==> config.mk <==
export PLATFORM = sky130hd
export DESIGN_NAME = channel_reduce_param
export DESIGN_NICKNAME = d
export VERILOG_FILES = /design/src/rtl/channel_reduce_param.sv
export SDC_FILE = /design/constraint.sdc
export NUM_CORES = 1
export LEC_CHECK = 0
export BUFFER_PORTS_ARGS = -buffer_cell sky130_fd_sc_hd__buf_2
export CAP_MARGIN = 25
export CELL_PAD_IN_SITES_DETAIL_PLACEMENT = 1
export CELL_PAD_IN_SITES_GLOBAL_PLACEMENT = 2
export CORE_MARGIN = 2
export CORE_UTILIZATION = 28
export DETAILED_ROUTE_END_ITERATION = 6
export PLACE_DENSITY_LB_ADDON = 0.15
export SLEW_MARGIN = 40
export SYNTH_ARGS = -nofsm -noshare
export SYNTH_HDL_FRONTEND = slang
export SYNTH_SLANG_ARGS = --single-unit
==> constraint.sdc <==
create_clock -name clk -period 6.26 [get_ports clk]
set_input_delay 0.939 -clock clk [delete_from_list [all_inputs] [get_ports clk]]
set_output_delay 0.939 -clock clk [all_outputs]
set_load 0.01 [all_outputs]
==> src/rtl/channel_reduce_param.sv <==
// Streaming reducer: pops COUNT words, folds them with OP, then pushes the result.
// Optional CHANNEL_REDUCE_SATURATE_EN: saturating add plus a sticky sat output.
module channel_reduce_param #(
    parameter int unsigned WIDTH  = 32,
    parameter int unsigned COUNT  = 4,
    parameter int unsigned OP     = 0,
    parameter int unsigned REPEAT = 0
) (
    input  logic             clk,
    input  logic             rst,
    output logic [WIDTH-1:0] in_in_data,
    output logic             in_read_valid,
    output logic             in_rst,
    output logic             in_write_valid,
    input  logic [WIDTH-1:0] in_out_data,
    input  logic             in_read_ready,
    input  logic             in_write_ready,
    output logic [WIDTH-1:0] out_in_data,
    output logic             out_read_valid,
    output logic             out_rst,
    output logic             out_write_valid,
    input  logic [WIDTH-1:0] out_out_data,
    input  logic             out_read_ready,
    input  logic             out_write_ready,
    output logic             valid,
    output logic [15:0]      reductions
`ifdef CHANNEL_REDUCE_SATURATE_EN
    ,
    output logic             sat
`endif
);

    localparam int unsigned CW = $clog2(COUNT + 1);
    localparam logic [CW-1:0] LAST = CW'(COUNT - 1);
    localparam logic [WIDTH-1:0] IDENT = (OP == 2) ? {WIDTH{1'b1}} : {WIDTH{1'b0}};

    localparam logic [2:0] S_INIT     = 3'd0;
    localparam logic [2:0] S_WAIT_IN  = 3'd1;
    localparam logic [2:0] S_POP      = 3'd2;
    localparam logic [2:0] S_ACC      = 3'd3;
    localparam logic [2:0] S_WAIT_OUT = 3'd4;
    localparam logic [2:0] S_PUSH     = 3'd5;
    localparam logic [2:0] S_DONE     = 3'd6;

    logic [2:0]       state_q, state_d;
    logic [WIDTH-1:0] acc_q, acc_d;
    logic [CW-1:0]    cnt_q, cnt_d;
    logic [15:0]      red_q, red_d;
    logic [WIDTH-1:0] sum_w;
    logic             unused_inputs;

    assign sum_w         = acc_q + in_out_data;
    assign unused_inputs = ^{in_write_ready, out_out_data, out_read_ready};

`ifdef CHANNEL_REDUCE_SATURATE_EN
    logic sat_q, sat_d;
    assign sat = sat_q;
`endif

    always_comb begin
        state_d = state_q;
        acc_d   = acc_q;
        cnt_d   = cnt_q;
        red_d   = red_q;
`ifdef CHANNEL_REDUCE_SATURATE_EN
        sat_d   = sat_q;
`endif
        case (state_q)
            S_INIT: begin
                acc_d   = IDENT;
                cnt_d   = '0;
`ifdef CHANNEL_REDUCE_SATURATE_EN
                sat_d   = 1'b0;
`endif
                state_d = S_WAIT_IN;
            end
            S_WAIT_IN: if (in_read_ready) state_d = S_POP;
            S_POP:     state_d = S_ACC;
            S_ACC: begin
                if (OP == 1) begin
                    if (in_out_data > acc_q) acc_d = in_out_data;
                end else if (OP == 2) begin
                    if (in_out_data < acc_q) acc_d = in_out_data;
                end else if (OP == 3) begin
                    acc_d = acc_q ^ in_out_data;
                end else begin
`ifdef CHANNEL_REDUCE_SATURATE_EN
                    // A wrapped sum is smaller than either operand.
                    if (sum_w < acc_q) begin
                        acc_d = {WIDTH{1'b1}};
                        sat_d = 1'b1;
                    end else begin
                        acc_d = sum_w;
                    end
`else
                    acc_d = sum_w;
`endif
                end
                cnt_d   = cnt_q + 1'b1;
                state_d = (cnt_q == LAST) ? S_WAIT_OUT : S_WAIT_IN;
            end
            S_WAIT_OUT: if (out_write_ready) state_d = S_PUSH;
            S_PUSH: begin
                red_d   = red_q + 16'd1;
                state_d = S_DONE;
            end
            S_DONE:  if (REPEAT != 0) state_d = S_INIT;
            default: state_d = S_INIT;
        endcase
    end

    always_ff @(posedge clk) begin
        if (rst) begin
            state_q <= S_INIT;
            acc_q   <= '0;
            cnt_q   <= '0;
            red_q   <= '0;
`ifdef CHANNEL_REDUCE_SATURATE_EN
            sat_q   <= 1'b0;
`endif
        end else begin
            state_q <= state_d;
            acc_q   <= acc_d;
            cnt_q   <= cnt_d;
            red_q   <= red_d;
`ifdef CHANNEL_REDUCE_SATURATE_EN
            sat_q   <= sat_d;
`endif
        end
    end

    // Strobes are masked by rst so nothing is issued in a reset cycle.
    assign in_read_valid   = (state_q == S_POP) && !rst;
    assign out_write_valid = (state_q == S_PUSH) && !rst;
    assign valid           = (state_q == S_DONE) && !rst;
    assign out_in_data     = acc_q;
    assign reductions      = red_q;
    assign in_in_data      = '0;
    assign in_rst          = 1'b0;
    assign in_write_valid  = 1'b0;
    assign out_read_valid  = 1'b0;
    assign out_rst         = 1'b0;

endmodule

==> results of run 1 <==
## cell usage in the layout, fill, tap and decap left out, types with 5 or more instances in the layout
| cell type | Yosys | layout |
|---|---|---|
| nand4_1 | 7 | 7 |
| nand2b_1 | 6 | 6 |
| xor2_1 | 25 | 25 |
| nand2_1 | 39 | 39 |
| a31oi_1 | 6 | 6 |
| or3_1 | 5 | 5 |
| inv_1 | 17 | 17 |
| nor3_1 | 5 | 5 |
| clkbuf_16 | 0 | 5 |
| a22oi_1 | 13 | 13 |
| a21oi_1 | 40 | 40 |
| buf_2 | 0 | 85 |
| conb_1 | 1 | 36 |
| o21ai_0 | 19 | 19 |
| nor2_1 | 58 | 57 |
| xnor2_1 | 14 | 14 |
| o21ai_1 | 15 | 15 |
| a21o_1 | 17 | 17 |
| dfxtp_1 | 54 | 54 |
| nand3_1 | 13 | 13 |
| ha_1 | 34 | 34 |
## metal layers
layer,wire length [µm],vias to the layer above,GRT usage
met4,121,0,0.0414
met3,443,6,0.0363
li1,-,1777,-
met5,0,-,0
met2,5100,58,0.257
met1,4850,1613,0.182
## worst min-delay path by stage
stage,start,slack [ns],endpoint,cells past startpoint
2_1_floorplan,cnt_q[2],0.45,cnt_q[2],2
3_3_place_gp,out_in_data[21],0.45,out_in_data[21],2
3_5_place_dp,out_in_data[21],0.46,out_in_data[21],2
4_1_cts,out_in_data[21],0.47,out_in_data[21],2
5_1_grt,out_in_data[21],0.49,out_in_data[21],2
6_report,out_in_data[21],0.47,out_in_data[21],2
## metrics by stage
stage | power, W | area (µm²) | worst slack (ns)
floorplan | 0.000463 | 3910 | 3.14
global placement | 0.000482 | 4240 | 2.56
detailed placement | 0.000484 | 4250 | 2.53
CTS | 0.000834 | 4420 | 2.87
global route | 0.000861 | 4420 | 2.66
finish | 0.000815 | 4420 | 2.86
## registers in the layout, indices dropped and copies added, names as in the netlist
signal / cells
reductions: 16
out_in_data: 32
cnt_q: 3
state_q: 3
## cell type report
| type | instances | area [µm²] | area share |
|---|---|---|---|
| timing repair buffer | 86 | 433 | 0.0980 |
| inverter | 17 | 63.8 | 0.0144 |
| clock buffer | 5 | 125 | 0.0283 |
| tap | 176 | 220 | 0.0498 |
| multi-input combinational | 394 | 2450 | 0.554 |
| clock inverter | 3 | 47.5 | 0.0108 |
| sequential | 54 | 1080 | 0.245 |
## cells by family after synthesis
kind of cell / Yosys count / synth area share
compound gates: 132 / 0.218
fa+ha+maj: 35 / 0.118
other cells: 1 / 0.000991
simple gates: 152 / 0.184
buf+inv: 68 / 0.103
flops: 54 / 0.286
xor+xnor: 39 / 0.0903
## critical path, delay by kind of cell
| kind | cells | cell delay [ns] |
|---|---|---|
| xor gates and xnor gates | 1 | 0.14 |
| AOI/OAI and AO/OA | 7 | 1.61 |
| buffers and inverters | 2 | 0.15 |
| and+or+nand+nor | 1 | 0.19 |
| adders and majority gates | 2 | 0.56 |
## power by group
group / internal (W) / leakage (nW) / switching, W
logic: 0.0000440 / 1.62 / 0.0000787
clock network: 0.000192 / 0.0844 / 0.000148
registers: 0.000348 / 0.436 / 0.00000458
==> flow_summary.json, run 1 <==
{
  "run_status": "finished, final reports clean",
  "globalplace.congestion": 0.824,
  "yosys.area.top_type_share": 0.286,
  "h-tree-depth": 2,
  "worst_ir_drop_vdd_mv": 0.0933,
  "core.rowCount": 42,
  "overall_die_area_mm2": 0.0145,
  "area_delta_synth_final_pct": 16.8,
  "first_global_vias": 3453,
  "finalNetCount": 663,
  "grt.total_usage": 0.148,
  "critical_path_arrival_ns": 3.58,
  "timing.max_slew.rel_slack": 0.465,
  "hold_viol_final": 0,
  "floorplan.die.height_um": 120,
  "wirelength_um": 10500,
  "fin_crit_sh": 0.543,
  "synth.most_common_cell": "nor2_1",
  "numClockSinks": 54,
  "final.hold.worst_slack_ns": 0.467,
  "cts_buffer_depth": 2,
  "power.static_leakage_nw": 2.14,
  "crit_path_cell_trace": "buf_2 -> ha_1 -> inv_1 -> fa_1 -> nand2b_1 -> a21oi_1 -> o21ai_0 -> a211o_1 -> o21ai_1 -> a221o_1 -> a31oi_1 -> xor2_1 -> o21ai_1",
  "vias": 3454,
  "synthDistinctLibCells": 48,
  "power-per-cell-area_mw_per_mm2": 184,
  "detail_route.drc_violations": 0,
  "antenna_found_initial": 0,
  "report.final.setup_viol": 0,
  "r2r_end": "out_in_data[30]",
  "cts_inserted_buffers": 5,
  "drive_above_1_share": 0.179,
  "floorplan.io_pins": 157,
  "tritoncts": "built",
  "worstReg2RegStart": "out_in_data[0]",
  "grt_start_max_net_pins": 44,
  "worst_setup_path_start_kind": "input pin",
  "synth_warnings": 0,
  "synthTopCellsByArea": "dfxtp_1 29%, ha_1 11%, buf_4 7.1%",
  "most_common_cell_on_crit_path": "o21ai_1",
  "clock_latency_ns": 0.31,
  "layout_min_cycle_time_ns": 3.40,
  "critical_path.startpoint": "in_out_data[0]",
  "core_mm2": 0.0132,
  "finalMaxSlewViolations": 0,
  "worstSetupEndpointType": "register",
  "placedCellCount": 727,
  "yosysSeqAreaShare": 0.286,
  "number_of_hold_buffers_added_after_cts": 0,
  "floorplan.initialDensity": 0.286,
  "worst_r2r_setup_slack_ns": 3.20,
  "fin_util": 0.334,
  "cts_setup_buffers": 0,
  "synth.top_cells.by_count": "58 x nor2_1, 54 x dfxtp_1, 40 x a21oi_1",
  "ys_async_sr_fraction": 0,
  "syn_area_per_cell_um2": 7.86,
  "drv_cap": 0,
  "dp_hpwl_um": 8110,
  "setup.worst_path.class": "input pin to register",
  "cts_root_buffer": "clkbuf_16",
  "ys.flop_type": "dfxtp_1",
  "hold_crit_class": "register to register",
  "rsz0062_at_grt": "no",
  "cpMaxStageDelayCell": "a211o_1",
  "detail_route.vias_per_cell": 4.70,
  "clk_pin_slew_ns": 0.07,
  "detail_route.first_pass.iterations": 4,
  "die_span_x_um": 120,
  "fmax_mhz": 294,
  "synthesis.area_mm2": 0.00378,
  "wire_length_of_the_first_global_routing_pass_um": 17100,
  "worstPathRequired_ns": 6.44,
  "worstPathMaxFanout": 4,
  "final.setup_skew_ns": 0.00806,
  "worstMarginPinSlew_ns": 0.799,
  "synthCells": 481,
  "io_buffer_count": 86,
  "routed_wire_length_per_instance_um": 14.3,
  "first_iter_violations": 81,
  "cts_resized": 0,
  "reg2reg_depth": 12,
  "fill_cells": 1671,
  "setup_total_negative_slack_ns": 0,
  "layoutNonFillerInstCount": 735,
  "grt_ovf": 0,
  "synth_top_cell_by_area": "dfxtp_1",
  "synth-edff-count": 0,
  "ys_ff_latch": 54,
  "crit_end": "out_in_data[30]",
  "timing.critical_path.slowest_cell_delay_ns": 0.38,
  "final_antenna_net_count": 0,
  "antenna_cells_inserted": 0
}
Note: power is estimated with default switching activity, not from simulation.
==> run 2: changes to the inputs <==
- ABC_AREA: default -> 1
- CORE_UTILIZATION: 28 -> 26
- clock period: 6.26 -> 3.5 ns (I/O delays scaled with it)
==> run 2 against run 1 <==
Via count increased by 47%. Highest routed layer unchanged. Total power increased by 79%. Die area increased by 38%. Synthesized area increased by 29%. Flip-flop and latch count unchanged. Critical endpoint is now out_in_data[28]. Critical path type is now register to register. Clock-buffer cell count unchanged. First-iteration DRC count increased by 89%. Wire length increased by 51%.
==> flow_summary.json, run 2 <==
{
  "routed_wire_length_per_instance_um": 13.8,
  "setup_total_negative_slack_ns": 0,
  "clock_latency_ns": 0.32,
  "floorplan.die.height_um": 141,
  "power.share.sequential": 0.433,
  "synth-edff-count": 0,
  "grt_start_max_net_pins": 36,
  "p_comb_frac": 0.178,
  "hold_viol_final": 0,
  "floorplan.io_pins": 157,
  "synthCells": 828,
  "fin_util": 0.300,
  "wire_length_of_the_first_global_routing_pass_um": 25800,
  "power.static_leakage_nw": 3.04,
  "cts_setup_buffers": 0,
  "synthesis.area_mm2": 0.00488,
  "multi_input_comb_area_mm2": 0.00307,
  "cts_inserted_buffers": 5,
  "synth.top_cells.by_count": "284 x nand2_1, 140 x inv_1, 81 x a21oi_1",
  "layout.cells.most_common_list": "284 x nand2_1, 140 x inv_1, 86 x buf_2, 81 x a21oi_1, 54 x dfxtp_1",
  "power-per-cell-area_mw_per_mm2": 262,
  "core_mm2": 0.0186,
  "yosys.area.top_type_share": 0.221,
  "worstPathMaxFanout": 4,
  "overall_die_area_mm2": 0.0199,
  "area_delta_synth_final_pct": 14.2,
  "clockPowerShare": 0.390,
  "antenna_cells_inserted": 0,
  "floorplan.initialDensity": 0.263,
  "syn_area_per_cell_um2": 5.90,
  "place_ws_ns": 0.888,
  "layout_commonest_cell": "nand2_1",
  "globalplace.congestion": 0.809,
  "drive_above_1_share": 0.126,
  "cts_buffer_depth": 2,
  "max_reg_flops": 32,
  "postPlaceCellArea_mm2": 0.00543,
  "synth_warnings": 0,
  "detail_route.vias_per_cell": 4.43,
  "final.setup_skew_ns": 0.00996,
  "cts_resized": 0,
  "synth_top_cell_by_area": "dfxtp_1",
  "synthDistinctLibCells": 39,
  "first_iter_violations": 153,
  "final_antenna_net_count": 0,
  "fill_cells": 2488,
  "detail_route.first_pass.iterations": 4,
  "worstMarginPinSlew_ns": 0.577,
  "dp_hpwl_um": 13100,
  "vias": 5073,
  "grt_ovf": 0,
  "critical_path_arrival_ns": 2.53,
  "post_route_cell_area_mm2": 0.00558,
  "worstSetupEndpointType": "register",
  "finalMaxSlewViolations": 0,
  "first_global_vias": 5118,
  "ys.flop_type": "dfxtp_1",
  "h-tree-depth": 2,
  "run_status": "finished, final reports clean",
  "wirelength_um": 15800,
  "grt.total_usage": 0.163,
  "core.rowCount": 50,
  "report.final.setup_viol": 0,
  "fin_crit_sh": 0.667,
  "switching_share": 0.332,
  "total_switching_power_w": 0.000485,
  "sequential_cell_area_mm2": 0.00108,
  "ys_async_sr_fraction": 0,
  "layout_min_cycle_time_ns": 2.33,
  "timing.max_slew.rel_slack": 0.615,
  "detail_route.drc_violations": 0,
  "clk_pin_slew_ns": 0.09,
  "number_of_hold_buffers_added_after_cts": 0,
  "cts_root_buffer": "clkbuf_16",
  "internal_power_w": 0.000976,
  "antenna_found_initial": 0,
  "synth.most_common_cell": "nand2_1",
  "worst_r2r_setup_slack_ns": 1.17,
  "yosysSeqAreaShare": 0.221,
  "setup.worst_path.class": "register to register",
  "ys_ff_latch": 54,
  "worstPathRequired_ns": 3.69,
  "fin_ws_ns": 1.17,
  "worst_ir_drop_vdd_mv": 0.187,
  "rsz0062_at_grt": "no",
  "synthTopCellsByArea": "dfxtp_1 22%, nand2_1 22%, inv_1 11%",
  "numClockSinks": 54,
  "finalNetCount": 1014,
  "die_span_x_um": 141,
  "tritoncts": "built",
  "hold_crit_class": "register to register",
  "worst_setup_path_start_kind": "register",
  "fmax_mhz": 428,
  "drv_cap": 0,
  "io_buffer_count": 86
}
run 2: worst max-delay path, cell delays in order (launching register included):
cell and delay, ns:
dfxtp_1 0.38, ha_1 0.22, inv_1 0.07, fa_1 0.41, inv_1 0.13, nand3_1 0.08
nand3_1 0.17, nand3_1 0.10, nand3_1 0.20, nand2_1 0.17, nand2_1 0.10, nand2_1 0.05
nand3_1 0.07, a21oi_1 0.06
run 2: worst paths after layout:
kind,start,to,cells past startpoint
min reg2reg,cnt_q[0],cnt_q[0],1
max,out_in_data[0],out_in_data[28],13
min,cnt_q[0],cnt_q[0],1
max reg2reg,out_in_data[0],out_in_data[28],13
run 2: final cells by class:
class,instances,area share
clock buffers,5,0.0224
clock inverters,3,0.00471
inverters,141,0.0949
multi-input cells,618,0.550
flip-flops and latches,54,0.194
well taps,234,0.0525
repair buffers,89,0.0812
run 2: power groups by stage:
stage / clock network, W / logic [W] / registers, W
4_1_cts: 0.000594 / 0.000266 / 0.000632
2_1_floorplan: 0 / 0.000207 / 0.000646
6_report: 0.000569 / 0.000259 / 0.000632
3_3_place_gp: 0 / 0.000263 / 0.000647
3_5_place_dp: 0 / 0.000263 / 0.000647
5_1_grt: 0.000611 / 0.000297 / 0.000634
run 2: routing by layer:
layer  GRT usage  wire, µm  vias to the layer above
met5           0         0                        -
met2       0.286      7500                       69
met4      0.0300       125                        0
met1       0.215      7790                     2310
met3      0.0224       420                        7
li1            -         -                     2687
run 2: metrics by stage:
step	std cells	hold slack, ns	total power [W]
5_1_grt	1144	0.493	0.00154
4_1_cts	1144	0.474	0.00149
6_report	1144	0.469	0.00146
3_3_place_gp	1136	0.457	0.000910
2_1_floorplan	863	0.432	0.000853
3_5_place_dp	1136	0.460	0.000910
run 2: cell families (layout without fill, tap and decap cells):
family	after synthesis	in the layout	synth area share
AO/OA/AOI/OAI	109	109	0.117
XOR/XNOR	6	6	0.0108
adder cells (fa/ha/maj)	35	35	0.0912
buffers and inverters	191	238	0.177
flip-flops	54	54	0.221
other	1	36	0.000768
AND/OR/NAND/NOR	432	432	0.383
